<file path="config.mk">
export PLATFORM = sky130hd
export DESIGN_NAME = reg_file
export DESIGN_NICKNAME = d
export VERILOG_FILES = /design/src/rtl/roe_pkg.sv /design/src/rtl/regfile_clear_fsm.sv /design/src/rtl/reg_file.sv
export SDC_FILE = /design/constraint.sdc
export NUM_CORES = 1
export LEC_CHECK = 0
export ABC_AREA = 1
export CELL_PAD_IN_SITES_DETAIL_PLACEMENT = 0
export CELL_PAD_IN_SITES_GLOBAL_PLACEMENT = 1
export CORE_MARGIN = 2
export CORE_UTILIZATION = 35
export CTS_CLUSTER_SIZE = 12
export DETAILED_ROUTE_END_ITERATION = 10
export GPL_TIMING_DRIVEN = 0
export PLACE_DENSITY_LB_ADDON = 0.1
export SKIP_CTS_REPAIR_TIMING = 1
export SYNTH_ARGS = -nofsm -noshare
export SYNTH_HDL_FRONTEND = slang
export SYNTH_SLANG_ARGS = --single-unit
export TNS_END_PERCENT = 5
</file>
<file path="constraint.sdc">
create_clock -name clk -period 2.18 [get_ports clk]
set_clock_uncertainty 0.15 [all_clocks]
set_input_delay 0.436 -clock clk [delete_from_list [all_inputs] [get_ports clk]]
set_output_delay 0.436 -clock clk [all_outputs]
set_load 0.01 [all_outputs]
</file>
<file path="src/rtl/roe_pkg.sv">
// rtl/roe_pkg.sv - shared constants and types for the R.O.E register file
package roe_pkg;

    localparam int DATA_W   = 8;
    localparam int NUM_REGS = 16;
    localparam int ADDR_W   = $clog2(NUM_REGS);

    typedef logic [ADDR_W-1:0] reg_addr_t;
    typedef logic [DATA_W-1:0] word_t;

    typedef enum logic {CLR_IDLE, CLR_ACTIVE} clr_state_t;

endpackage

</file>
<file path="src/rtl/regfile_clear_fsm.sv">
// rtl/regfile_clear_fsm.sv - bulk-clear sequencer: walks every register address once
module regfile_clear_fsm
    import roe_pkg::*;
#(
    parameter int NREGS = 16
) (
    input  logic                      clk,
    input  logic                      rst_n,
    input  logic                      clr_req,
    output logic                      busy,
    output logic                      clr_start,
    output logic [$clog2(NREGS)-1:0]  clr_addr
);

    localparam int AW = $clog2(NREGS);
    localparam logic [AW:0] LAST = (AW+1)'(NREGS - 1);

    clr_state_t     state, state_next;
    logic [AW:0]    cnt, cnt_next;

    // State and counter register; reset drops straight back to idle
    always_ff @(posedge clk or negedge rst_n) begin
        if (!rst_n) begin
            state <= CLR_IDLE;
            cnt   <= '0;
        end else begin
            state <= state_next;
            cnt   <= cnt_next;
        end
    end

    // Next-state logic; requests arriving while clearing are ignored
    always_comb begin
        state_next = state;
        cnt_next   = cnt;
        busy       = 1'b0;
        clr_start  = 1'b0;
        clr_addr   = cnt[AW-1:0];
        case (state)
            CLR_IDLE: begin
                if (clr_req) begin
                    state_next = CLR_ACTIVE;
                    cnt_next   = '0;
                    clr_start  = 1'b1;
                end
            end
            CLR_ACTIVE: begin
                busy = 1'b1;
                if (cnt == LAST) begin
                    state_next = CLR_IDLE;
                    cnt_next   = '0;
                end else begin
                    cnt_next = cnt + (AW+1)'(1);
                end
            end
            default: state_next = CLR_IDLE;
        endcase
    end

endmodule

</file>
<file path="src/rtl/reg_file.sv">
// rtl/reg_file.sv - 2R1W register file with overflow flag and bulk clear (optional REGFILE_BYPASS_EN)
module reg_file
    import roe_pkg::*;
#(
    parameter int DATA_W   = 8,
    parameter int NUM_REGS = 16,
    parameter int ADDR_W   = $clog2(NUM_REGS)
) (
    input  logic              clk,
    input  logic              rst_n,
    input  logic [ADDR_W-1:0] raddr0,
    input  logic [ADDR_W-1:0] raddr1,
    output logic [DATA_W-1:0] rdata0,
    output logic [DATA_W-1:0] rdata1,
    input  logic              we,
    input  logic [ADDR_W-1:0] waddr,
    input  logic [DATA_W-1:0] wdata,
    input  logic              ov_we,
    input  logic              ov_in,
    output logic              ov_o,
    input  logic              clr_req,
    output logic              busy
);

    logic [DATA_W-1:0] regs [NUM_REGS];
    logic              clr_start;
    logic [ADDR_W-1:0] clr_addr;
    logic              write_ok;

    regfile_clear_fsm #(.NREGS(NUM_REGS)) u_clear_fsm (
        .clk       (clk),
        .rst_n     (rst_n),
        .clr_req   (clr_req),
        .busy      (busy),
        .clr_start (clr_start),
        .clr_addr  (clr_addr)
    );

    // A write is dropped while clearing and in the cycle a clear is accepted
    assign write_ok = we && !busy && !clr_start;

    // Storage: clear sequencer has priority over the write-back port
    always_ff @(posedge clk or negedge rst_n) begin
        if (!rst_n) begin
            for (int i = 0; i < NUM_REGS; i++) regs[i] <= '0;
        end else if (busy) begin
            regs[clr_addr] <= '0;
        end else if (write_ok) begin
            regs[waddr] <= wdata;
        end
    end

    // Overflow flag: zeroed when a clear starts, frozen while clearing
    always_ff @(posedge clk or negedge rst_n) begin
        if (!rst_n) begin
            ov_o <= 1'b0;
        end else if (clr_start) begin
            ov_o <= 1'b0;
        end else if (ov_we && !busy) begin
            ov_o <= ov_in;
        end
    end

    // Combinational read ports, with optional write-through bypass
    always_comb begin
        rdata0 = regs[raddr0];
        rdata1 = regs[raddr1];
`ifdef REGFILE_BYPASS_EN
        if (write_ok && raddr0 == waddr) rdata0 = wdata;
        if (write_ok && raddr1 == waddr) rdata1 = wdata;
`endif
    end

endmodule

</file>
# ---- Yosys cells after proc, flatten, opt, wreduce, memory -nomap -nowiden
# Index checks and enable logic that the tools add are counted.
dict set report totals {
  output_inout_bits 18
  elab_cells 67
  reg_bits 135
}
dict set report classes {
  mux 23
  n_eq_ne 2
  magnitude_cmp 6
  reduce_logical 9
  bitwise_logic 7
  n_addsub 1
}
# operator count
set op_table {}
lappend op_table {{2-to-1 mux 128 bit} 2}
lappend op_table {{bitwise AND 128 bit} 1}
lappend op_table {{bitwise mux 128 bit} 1}
lappend op_table {{NOT 128 bit} 1}
lappend op_table {{binary-select mux 8 bit (select 4 bit)} 2}
lappend op_table {{demux 8 bit (select 4 bit)} 2}
lappend op_table {{2-to-1 mux 8 bit} 6}
lappend op_table {{greater-or-equal comparator 5 bit (second input constant)} 4}
lappend op_table {{NOT 4 -> 5 bit} 4}
lappend op_table {{less-than comparator 5 x 1 -> 1 bit (second input constant)} 2}
lappend op_table {{2-to-1 mux 5 bit} 2}
lappend op_table {{case mux 5 bit (2 select lines)} 1}
lappend op_table {{2-to-1 mux 1 bit} 6}
lappend op_table {{adder 5 x 1 -> 5 bit (second input constant)} 1}
lappend op_table {{equality test 5 x 4 -> 1 bit (second input constant)} 1}
lappend op_table {{logical AND 1 bit} 5}
lappend op_table {{nonzero test 2 bit} 2}
lappend op_table {{zero test 1 bit} 2}
lappend op_table {{!= test 2 bit (second input constant)} 1}
lappend op_table {{case mux 1 bit (2 select lines)} 1}
lappend op_table {{NOT 1 bit} 1}

# ---- Logic depth before layout (Yosys ltp)
# Gate-level depths: netlist of run 1.
dict set report logic_depth {
  ltp_word 8
  ltp_mapped 8
  mapped_depth_nobuf 7
}

# ---- Modules after synthesis
# Synthesis of run 1 repeated with hierarchy kept, for this count alone.
dict set report unflattened {
  cells_unflattened 1221
  area_unflattened_um2 8234.1
}
# mod instances cells_per_inst seq_area_each_um2 area_each_um2
set by_module_without_submodules {}
lappend by_module_without_submodules {reg_file 1 1181 3228.1 7910.1}
lappend by_module_without_submodules {regfile_clear_fsm 1 40 150.1 324.1}

# ---- Least setup slack after synthesis of run 1
# Ideal clock, no wire load.
dict set report synth_timing {
  path_type {in2out}
  startpoint {input port raddr0[1]}
  endpoint {output port rdata0[6]}
  arrival_time_ns 1.293
  required_ns 1.594
  cell_stages 7
  setup_slack_ns 0.301
  path_cell_list {clkbuf_1 -> inv_1 -> clkbuf_1 -> nand3_1 -> nand3_1 -> nand3_1 -> nand2_1}
}
dict set report synth_between {
  elab_chain_len 4
}
# element line
set synth_lines {}
lappend synth_lines {{from (decl)} reg_file.sv:11} ;# input logic [ADDR_W-1:0] raddr0,
lappend synth_lines {{NOT 4 -> 5 bit (not written as such)} reg_file.sv:66} ;# rdata0 = regs[raddr0];
lappend synth_lines {{binary-select mux 8 bit (select 4 bit)} reg_file.sv:66}
lappend synth_lines {{2-to-1 mux 8 bit (not written as such) (2 in series)} reg_file.sv:66}
lappend synth_lines {{to (decl)} reg_file.sv:13} ;# output logic [DATA_W-1:0] rdata0,
# Every way passes these cells. The select of a mux whose other input is x is not followed.

# ---- Worst setup path after layout of run 1
dict set report layout_timing {
  startpoint {input port raddr0[0]}
  endpoint {output port rdata0[5]}
}
# The elaborated chain is that of the path after synthesis.

==> run_summary.xml, run 1 <==
<?xml version="1.0" encoding="UTF-8"?>
<metrics>
  <group name="outcome">
    <metric name="run_status" unit="">finished with violations</metric>
    <metric name="violated_checks" unit="">setup timing</metric>
  </group>
  <group name="setup_path">
    <metric name="maximum_fanout_encountered_on_the_critical_timing_path" unit="">10</metric>
    <metric name="crit_required" unit="ns">1.59</metric>
    <metric name="timing.critical_path.from_type" unit="">input port</metric>
    <metric name="timing.setup.critical_path_class" unit="">input port to primary output</metric>
    <metric name="worstSetupEndpointType" unit="">primary output</metric>
    <metric name="cp_data_arrival_time" unit="ns">1.69</metric>
  </group>
  <group name="grt">
    <metric name="grt_pass1_wl" unit="mm">57.8</metric>
    <metric name="grt_start_max_net_pins" unit="">94</metric>
    <metric name="antenna_violations_before_repair" unit="">0</metric>
    <metric name="global_route.usage.total" unit="%">31.0</metric>
    <metric name="globalRoute.totalOverflow" unit="">0</metric>
    <metric name="first_global_vias" unit="">8589</metric>
  </group>
  <group name="timing">
    <metric name="grt_setup_unrepaired" unit="">yes</metric>
    <metric name="slew_headroom" unit="%">29.3</metric>
    <metric name="fmaxAchievable" unit="MHz">439</metric>
    <metric name="setup_viol" unit="">8</metric>
    <metric name="timing.final.max_slew_violations" unit="">0</metric>
    <metric name="tns" unit="ns">-0.437</metric>
    <metric name="finalWorstSetupSlack" unit="ns">-0.0970</metric>
    <metric name="finalCritPeriodShare" unit="%">104</metric>
    <metric name="max_slew.worst_pin.slew" unit="ns">1.06</metric>
    <metric name="timing_hold_violations_final" unit="">0</metric>
    <metric name="fin_crit" unit="ns">2.28</metric>
  </group>
  <group name="layout">
    <metric name="layout-area-overhead-vs-synth" unit="%">22.4</metric>
    <metric name="finalCoreUtilization" unit="%">43.8</metric>
    <metric name="layout_commonest_cell" unit="">sky130_fd_sc_hd__nand2_1</metric>
    <metric name="instances_no_fill" unit="">1678</metric>
    <metric name="layout.nets" unit="">1379</metric>
    <metric name="antenna_cells_inserted" unit="">0</metric>
    <metric name="layout_common_cells" unit="">sky130_fd_sc_hd__nand2_1, sky130_fd_sc_hd__nand3_1, sky130_fd_sc_hd__dfrtp_1, sky130_fd_sc_hd__inv_1, sky130_fd_sc_hd__o21ai_0</metric>
    <metric name="layout-drive-gt1-share" unit="%">15.2</metric>
  </group>
  <group name="clock_tree">
    <metric name="cts_htree_levels" unit="">4</metric>
    <metric name="clock_tree.buffer_depth" unit="">2</metric>
    <metric name="clk_pin_slew_worst_paths" unit="ns">0.07</metric>
    <metric name="cts.root.buffer_cell" unit="">sky130_fd_sc_hd__clkbuf_16</metric>
    <metric name="cts_tree" unit="">done</metric>
    <metric name="cts.sinks" unit="">135</metric>
    <metric name="tritoncts.num_buffers" unit="">17</metric>
    <metric name="clk_latency" unit="ns">0.43</metric>
  </group>
  <group name="synthesis">
    <metric name="synth-seq-cells" unit="">135</metric>
    <metric name="synth.avg_cell_area" unit="sq um">6.61</metric>
    <metric name="synth_largest_type_area_fraction" unit="%">40.1</metric>
    <metric name="synth_warnings" unit="">0</metric>
    <metric name="synthesis.area" unit="sq mm">0.00843</metric>
    <metric name="postSynthCellCount" unit="">1275</metric>
    <metric name="netlist_top_cells_area" unit="">sky130_fd_sc_hd__dfrtp_1, sky130_fd_sc_hd__nand2_1, sky130_fd_sc_hd__nand3_1</metric>
    <metric name="synth_cell_types" unit="">21</metric>
    <metric name="synth_area_leader" unit="">sky130_fd_sc_hd__dfrtp_1</metric>
    <metric name="synth_seq_area_share" unit="%">40.1</metric>
    <metric name="postSynthNetCount" unit="">1307</metric>
  </group>
  <group name="power_and_ir_drop">
    <metric name="p_per_area" unit="mW/mm^2">883</metric>
    <metric name="p_leak" unit="nW">5.44</metric>
    <metric name="p_total" unit="mW">9.12</metric>
    <metric name="vdd.ir_drop.worst" unit="mV">0.436</metric>
  </group>
  <group name="die">
    <metric name="start_util" unit="%">35.8</metric>
    <metric name="core_area" unit="sq mm">0.0235</metric>
    <metric name="ios" unit="">44</metric>
    <metric name="row_count" unit="">56</metric>
    <metric name="design.die.area" unit="sq mm">0.0254</metric>
    <metric name="die_extent_in_y" unit="um">159</metric>
    <metric name="die-width" unit="um">159</metric>
  </group>
  <group name="placement">
    <metric name="detailed_place_hpwl" unit="mm">28.4</metric>
    <metric name="count_of_port_buffers_added_during_placement" unit="">37</metric>
    <metric name="globalplace.congestion" unit="">0.993</metric>
    <metric name="dp.cells" unit="">1632</metric>
  </group>
  <group name="detailed_routing">
    <metric name="drtIter0Drc" unit="">1119</metric>
    <metric name="finalWirelength" unit="mm">39.4</metric>
    <metric name="drt-vias-per-instance" unit="">5.51</metric>
    <metric name="drc" unit="">0</metric>
    <metric name="ant_nets" unit="">0</metric>
    <metric name="firstDrtPassIters" unit="">5</metric>
    <metric name="vias" unit="">9252</metric>
    <metric name="route.detailed.wl_per_inst" unit="um">23.5</metric>
  </group>
  <group name="run">
    <metric name="maxCapViolations" unit="">0</metric>
  </group>
  <group name="hold_path">
    <metric name="timing.hold.worst.class" unit="">input port to asynchronous set/reset pin</metric>
  </group>
</metrics>
[cell usage after synthesis (all sizes together)]
cell    count
nand2     430
nand3     302
inv       168
dfrtp     135
o21ai     110
buf        37
clkbuf     33
o22ai      26
nor2       21
ha          6
nand4       5
a21oi       1
xor2        1
[sequential cells by signal, indices dropped and copies added, names as in the netlist]
register	flops
regs	128
u_clear_fsm.cnt	5
ov_o	1
u_clear_fsm.state	1
[report_power, final]
part | internal, mW | switching, mW
combinational | 0.928 | 2.22
sequential | 2.90 | 0.216
clock | 1.55 | 1.30
total | 5.38 | 3.73
[cell families (layout without fill, tap and decap cells)]
logic type               after synthesis  after routing  synth area share (%)
AO/OA/AOI/OAI                        137            137                  8.52
XOR/XNOR                               1              1                 0.104
adder cells (fa/ha/maj)                6              6                 0.890
buffers and inverters                238            322                  11.4
flip-flops                           135            135                  40.1
AND/OR/NAND/NOR                      758            758                  39.0
[routing by layer]
metal / share of wire [%] / GRT usage, % / vias up
met4: 3.5 / 10.7 / 0
met5: 0 / 0 / -
met3: 8.2 / 5.26 / 80
li1: - / - / 4253
met2: 44 / 46.6 / 420
met1: 45 / 44.9 / 4499
[final timing paths]
path	slack, ns	depth (start not counted)	endpoint	start
worst min-delay path	0.34	2	regs[89]	rst_n
max in group asynchronous	0.69	3	regs[70]	rst_n
worst max-delay path	-0.1	9	rdata0[5]	raddr0[0]
worst min register to register	0.37	2	u_clear_fsm.cnt[4]	u_clear_fsm.cnt[4]
worst max register to register	0.23	6	regs[113]	u_clear_fsm.state
min in group clk	0.37	2	u_clear_fsm.cnt[4]	u_clear_fsm.cnt[4]
[layout make-up]
cell class	count	area (sq um)
clock buffer	19	453
tap	319	399
multi-input combinational	902	4220
inverter	168	648
timing repair buffer	53	514
fill	2548	13200
clock inverter	12	109
sequential	135	3380
buffer	70	596
[critical path: stages]
cell	delay [ns]
sky130_fd_sc_hd__clkbuf_2	0.13
sky130_fd_sc_hd__inv_4	0.16
sky130_fd_sc_hd__buf_4	0.23
sky130_fd_sc_hd__nand2_1	0.07
sky130_fd_sc_hd__nand3_1	0.15
sky130_fd_sc_hd__nand3_2	0.14
sky130_fd_sc_hd__nand3_1	0.11
sky130_fd_sc_hd__nand2_1	0.08
sky130_fd_sc_hd__dlymetal6s2s_1	0.17
[through the flow]
| stage | instance area (sq um) | hold slack (ns) | setup WS, ns |
|---|---|---|---|
| 3_3_place_gp | 9200 | 0.344 | -5.23 |
| 3_5_place_dp | 9230 | 0.255 | -1.19 |
| 6_report | 10300 | 0.343 | -0.0970 |
| 5_1_grt | 10300 | 0.383 | -0.111 |
| 4_1_cts | 9790 | -0.217 | -1.20 |
| 2_1_floorplan | 8430 | -0.00959 | 0.301 |
No activity file was read; power rests on OpenSTA's default activity.
==> inputs of run 2 (changes only) <==
--- a/config.mk
+++ b/config.mk
@@ -13,6 +13,7 @@
 export CTS_CLUSTER_SIZE = 12
 export DETAILED_ROUTE_END_ITERATION = 10
 export GPL_TIMING_DRIVEN = 0
+export HOLD_SLACK_MARGIN = 0.02
 export PLACE_DENSITY_LB_ADDON = 0.1
 export SKIP_CTS_REPAIR_TIMING = 1
 export SYNTH_ARGS = -nofsm -noshare
==> results of run 2 <==
No change in the layout: final DEF, timing and power equal those of run 1.
==> inputs of run 3 (changes only) <==
--- a/config.mk
+++ b/config.mk
@@ -12,9 +12,8 @@
 export CORE_UTILIZATION = 35
 export CTS_CLUSTER_SIZE = 12
 export DETAILED_ROUTE_END_ITERATION = 10
-export GPL_TIMING_DRIVEN = 0
 export HOLD_SLACK_MARGIN = 0.02
-export PLACE_DENSITY_LB_ADDON = 0.1
+export PLACE_DENSITY = 0.64
 export SKIP_CTS_REPAIR_TIMING = 1
 export SYNTH_ARGS = -nofsm -noshare
 export SYNTH_HDL_FRONTEND = slang
==> run 3 against run 2 <==
Effect of this change: the flow now finishes without violations; wire length down 7.6%; critical endpoint is now rdata0[6]; via count down 1.2%; power up 5.9%.
==> run_summary.xml, run 3 (synthesized netlist as in run 1, its figures left out) <==
<?xml version="1.0" encoding="UTF-8"?>
<metrics>
  <group name="power_and_ir_drop">
    <metric name="p_switching" unit="mW">3.63</metric>
    <metric name="internal-power" unit="mW">6.02</metric>
    <metric name="switching_share" unit="%">37.6</metric>
    <metric name="clock_power_share" unit="%">34.2</metric>
    <metric name="vdd.ir_drop.worst" unit="mV">0.575</metric>
    <metric name="p_per_area" unit="mW/mm^2">878</metric>
    <metric name="sequentialPowerShare" unit="%">32.2</metric>
    <metric name="p_leak" unit="nW">5.77</metric>
    <metric name="combinational_cell_fraction_of_total_power" unit="%">33.6</metric>
  </group>
  <group name="layout">
    <metric name="filler_instances" unit="">2462</metric>
    <metric name="layout-area-overhead-vs-synth" unit="%">30.3</metric>
    <metric name="antenna_cells_inserted" unit="">0</metric>
    <metric name="finalCoreUtilization" unit="%">46.7</metric>
    <metric name="layout-drive-gt1-share" unit="%">16.3</metric>
    <metric name="layout_common_cells" unit="">sky130_fd_sc_hd__nand2_1, sky130_fd_sc_hd__nand3_1, sky130_fd_sc_hd__dfrtp_1, sky130_fd_sc_hd__inv_1, sky130_fd_sc_hd__o21ai_0</metric>
    <metric name="number_of_flip_flops_under_the_largest_register_name" unit="">128</metric>
    <metric name="layout.nets" unit="">1403</metric>
    <metric name="reg.largest.list" unit="">regs (128), u_clear_fsm.cnt (5)</metric>
    <metric name="instances_no_fill" unit="">1702</metric>
    <metric name="regMostFlops" unit="">regs</metric>
    <metric name="layout_commonest_cell" unit="">sky130_fd_sc_hd__nand2_1</metric>
  </group>
  <group name="setup_path">
    <metric name="r2r_end" unit="">regs[124]</metric>
    <metric name="regToRegSetupSlack" unit="ns">0.26</metric>
    <metric name="worstSetupEndpointType" unit="">primary output</metric>
    <metric name="cp_data_arrival_time" unit="ns">1.56</metric>
    <metric name="ff2ff_path_depth" unit="">7</metric>
    <metric name="rr_startpoint" unit="">u_clear_fsm.cnt[0]</metric>
    <metric name="timing.critical_path.from_type" unit="">input port</metric>
    <metric name="maximum_fanout_encountered_on_the_critical_timing_path" unit="">17</metric>
    <metric name="timing.setup.critical_path_class" unit="">input port to primary output</metric>
    <metric name="crit_required" unit="ns">1.59</metric>
  </group>
  <group name="die">
    <metric name="die-width" unit="um">159</metric>
    <metric name="die_extent_in_y" unit="um">159</metric>
    <metric name="core_area" unit="sq mm">0.0235</metric>
    <metric name="design.die.area" unit="sq mm">0.0254</metric>
    <metric name="start_util" unit="%">35.8</metric>
    <metric name="row_count" unit="">56</metric>
    <metric name="ios" unit="">44</metric>
  </group>
  <group name="placement">
    <metric name="dp.cells" unit="">1662</metric>
    <metric name="detailed_place_hpwl" unit="mm">26.3</metric>
    <metric name="worst_setup_slack_after_placement" unit="ns">-0.723</metric>
    <metric name="count_of_port_buffers_added_during_placement" unit="">43</metric>
    <metric name="globalplace.congestion" unit="">0.934</metric>
  </group>
  <group name="timing">
    <metric name="timing.final.max_slew_violations" unit="">0</metric>
    <metric name="fmaxAchievable" unit="MHz">465</metric>
    <metric name="setup_viol" unit="">0</metric>
    <metric name="finalWorstSetupSlack" unit="ns">0.0298</metric>
    <metric name="timing_hold_violations_final" unit="">0</metric>
    <metric name="slew_headroom" unit="%">63.2</metric>
    <metric name="grt_setup_unrepaired" unit="">yes</metric>
    <metric name="finalCritPeriodShare" unit="%">98.6</metric>
    <metric name="fin_crit" unit="ns">2.15</metric>
    <metric name="max_slew.worst_pin.slew" unit="ns">0.550</metric>
    <metric name="tns" unit="ns">0</metric>
  </group>
  <group name="outcome">
    <metric name="run_status" unit="">finished, final reports clean</metric>
  </group>
  <group name="grt">
    <metric name="grt_start_max_net_pins" unit="">62</metric>
    <metric name="globalRoute.totalOverflow" unit="">0</metric>
    <metric name="antenna_violations_before_repair" unit="">1</metric>
    <metric name="global_route.usage.total" unit="%">28.4</metric>
    <metric name="grt_pass1_wl" unit="mm">54.3</metric>
    <metric name="first_global_vias" unit="">8768</metric>
  </group>
  <group name="run">
    <metric name="maxCapViolations" unit="">0</metric>
  </group>
  <group name="clock_tree">
    <metric name="cts_htree_levels" unit="">4</metric>
    <metric name="cts.root.buffer_cell" unit="">sky130_fd_sc_hd__clkbuf_16</metric>
    <metric name="tritoncts.num_buffers" unit="">17</metric>
    <metric name="clock_tree.buffer_depth" unit="">2</metric>
    <metric name="cts.sinks" unit="">135</metric>
    <metric name="clk_pin_slew_worst_paths" unit="ns">0.07</metric>
    <metric name="clk_latency" unit="ns">0.44</metric>
    <metric name="cts_tree" unit="">done</metric>
  </group>
  <group name="detailed_routing">
    <metric name="finalWirelength" unit="mm">36.4</metric>
    <metric name="drt-vias-per-instance" unit="">5.37</metric>
    <metric name="route.detailed.wl_per_inst" unit="um">21.4</metric>
    <metric name="firstDrtPassIters" unit="">6</metric>
    <metric name="drc" unit="">0</metric>
    <metric name="ant_nets" unit="">0</metric>
    <metric name="vias" unit="">9137</metric>
    <metric name="drtIter0Drc" unit="">893</metric>
  </group>
  <group name="hold_path">
    <metric name="timing.hold.worst.class" unit="">input port to asynchronous set/reset pin</metric>
  </group>
</metrics>
-- run 3: critical path, cell delays in order --
cell and delay, ns:
sky130_fd_sc_hd__dlymetal6s2s_1 0.14, sky130_fd_sc_hd__inv_1 0.09, sky130_fd_sc_hd__buf_12 0.18, sky130_fd_sc_hd__buf_4 0.15, sky130_fd_sc_hd__nand3_1 0.12, sky130_fd_sc_hd__nand3_2 0.10
sky130_fd_sc_hd__nand3_1 0.07, sky130_fd_sc_hd__nand2_1 0.09, sky130_fd_sc_hd__clkbuf_2 0.14
-- run 3: worst max path at each step --
stage	startpoint	to	slack [ns]	cells past startpoint
after floorplan	raddr0[1]	rdata0[6]	0.30	7
after global placement	raddr1[1]	rdata1[2]	-0.73	8
after detailed placement	raddr1[1]	rdata1[2]	-0.72	8
after CTS	raddr1[1]	rdata1[2]	-0.72	8
after global routing	raddr0[1]	rdata0[6]	-0.03	9
final	raddr0[1]	rdata0[6]	0.03	9
-- run 3: power groups by stage --
stage | clock network (mW) | registers (mW) | logic [mW]
2_1_floorplan | 0 | 3.10 | 1.81
3_3_place_gp | 0 | 3.12 | 3.12
3_5_place_dp | 0 | 3.13 | 3.13
4_1_cts | 3.34 | 3.08 | 3.14
5_1_grt | 3.43 | 3.16 | 3.56
6_report | 3.30 | 3.11 | 3.24
-- run 3: cell type report --
class	instances	area [sq um]	area share, %
flip-flops and latches	135	3380	30.7
inverters	168	641	5.83
well taps	319	399	3.63
clock buffers	17	425	3.87
clock inverters	14	221	2.02
multi-input cells	902	4230	38.5
repair buffers	147	1690	15.4
-- run 3: per-stage QoR --
stage | power (mW) | hold slack [ns] | area [sq um]
final | 9.65 | 0.256 | 11000
after global routing | 10.2 | 0.295 | 11000
after CTS | 9.57 | -0.309 | 10700
after detailed placement | 6.26 | 0.152 | 10000
after global placement | 6.24 | 0.154 | 10000
after floorplan | 4.91 | -0.00959 | 8430
-- run 3: metal layers --
layer,part of all wire [%],up-vias,routed length (um),global-route usage [%]
li1,-,4283,-,-
met1,42,4392,15200,37.4
met2,48,379,17400,47.9
met3,6.9,83,2520,4.69
met4,3.5,0,1270,9.01
met5,0,-,0,0
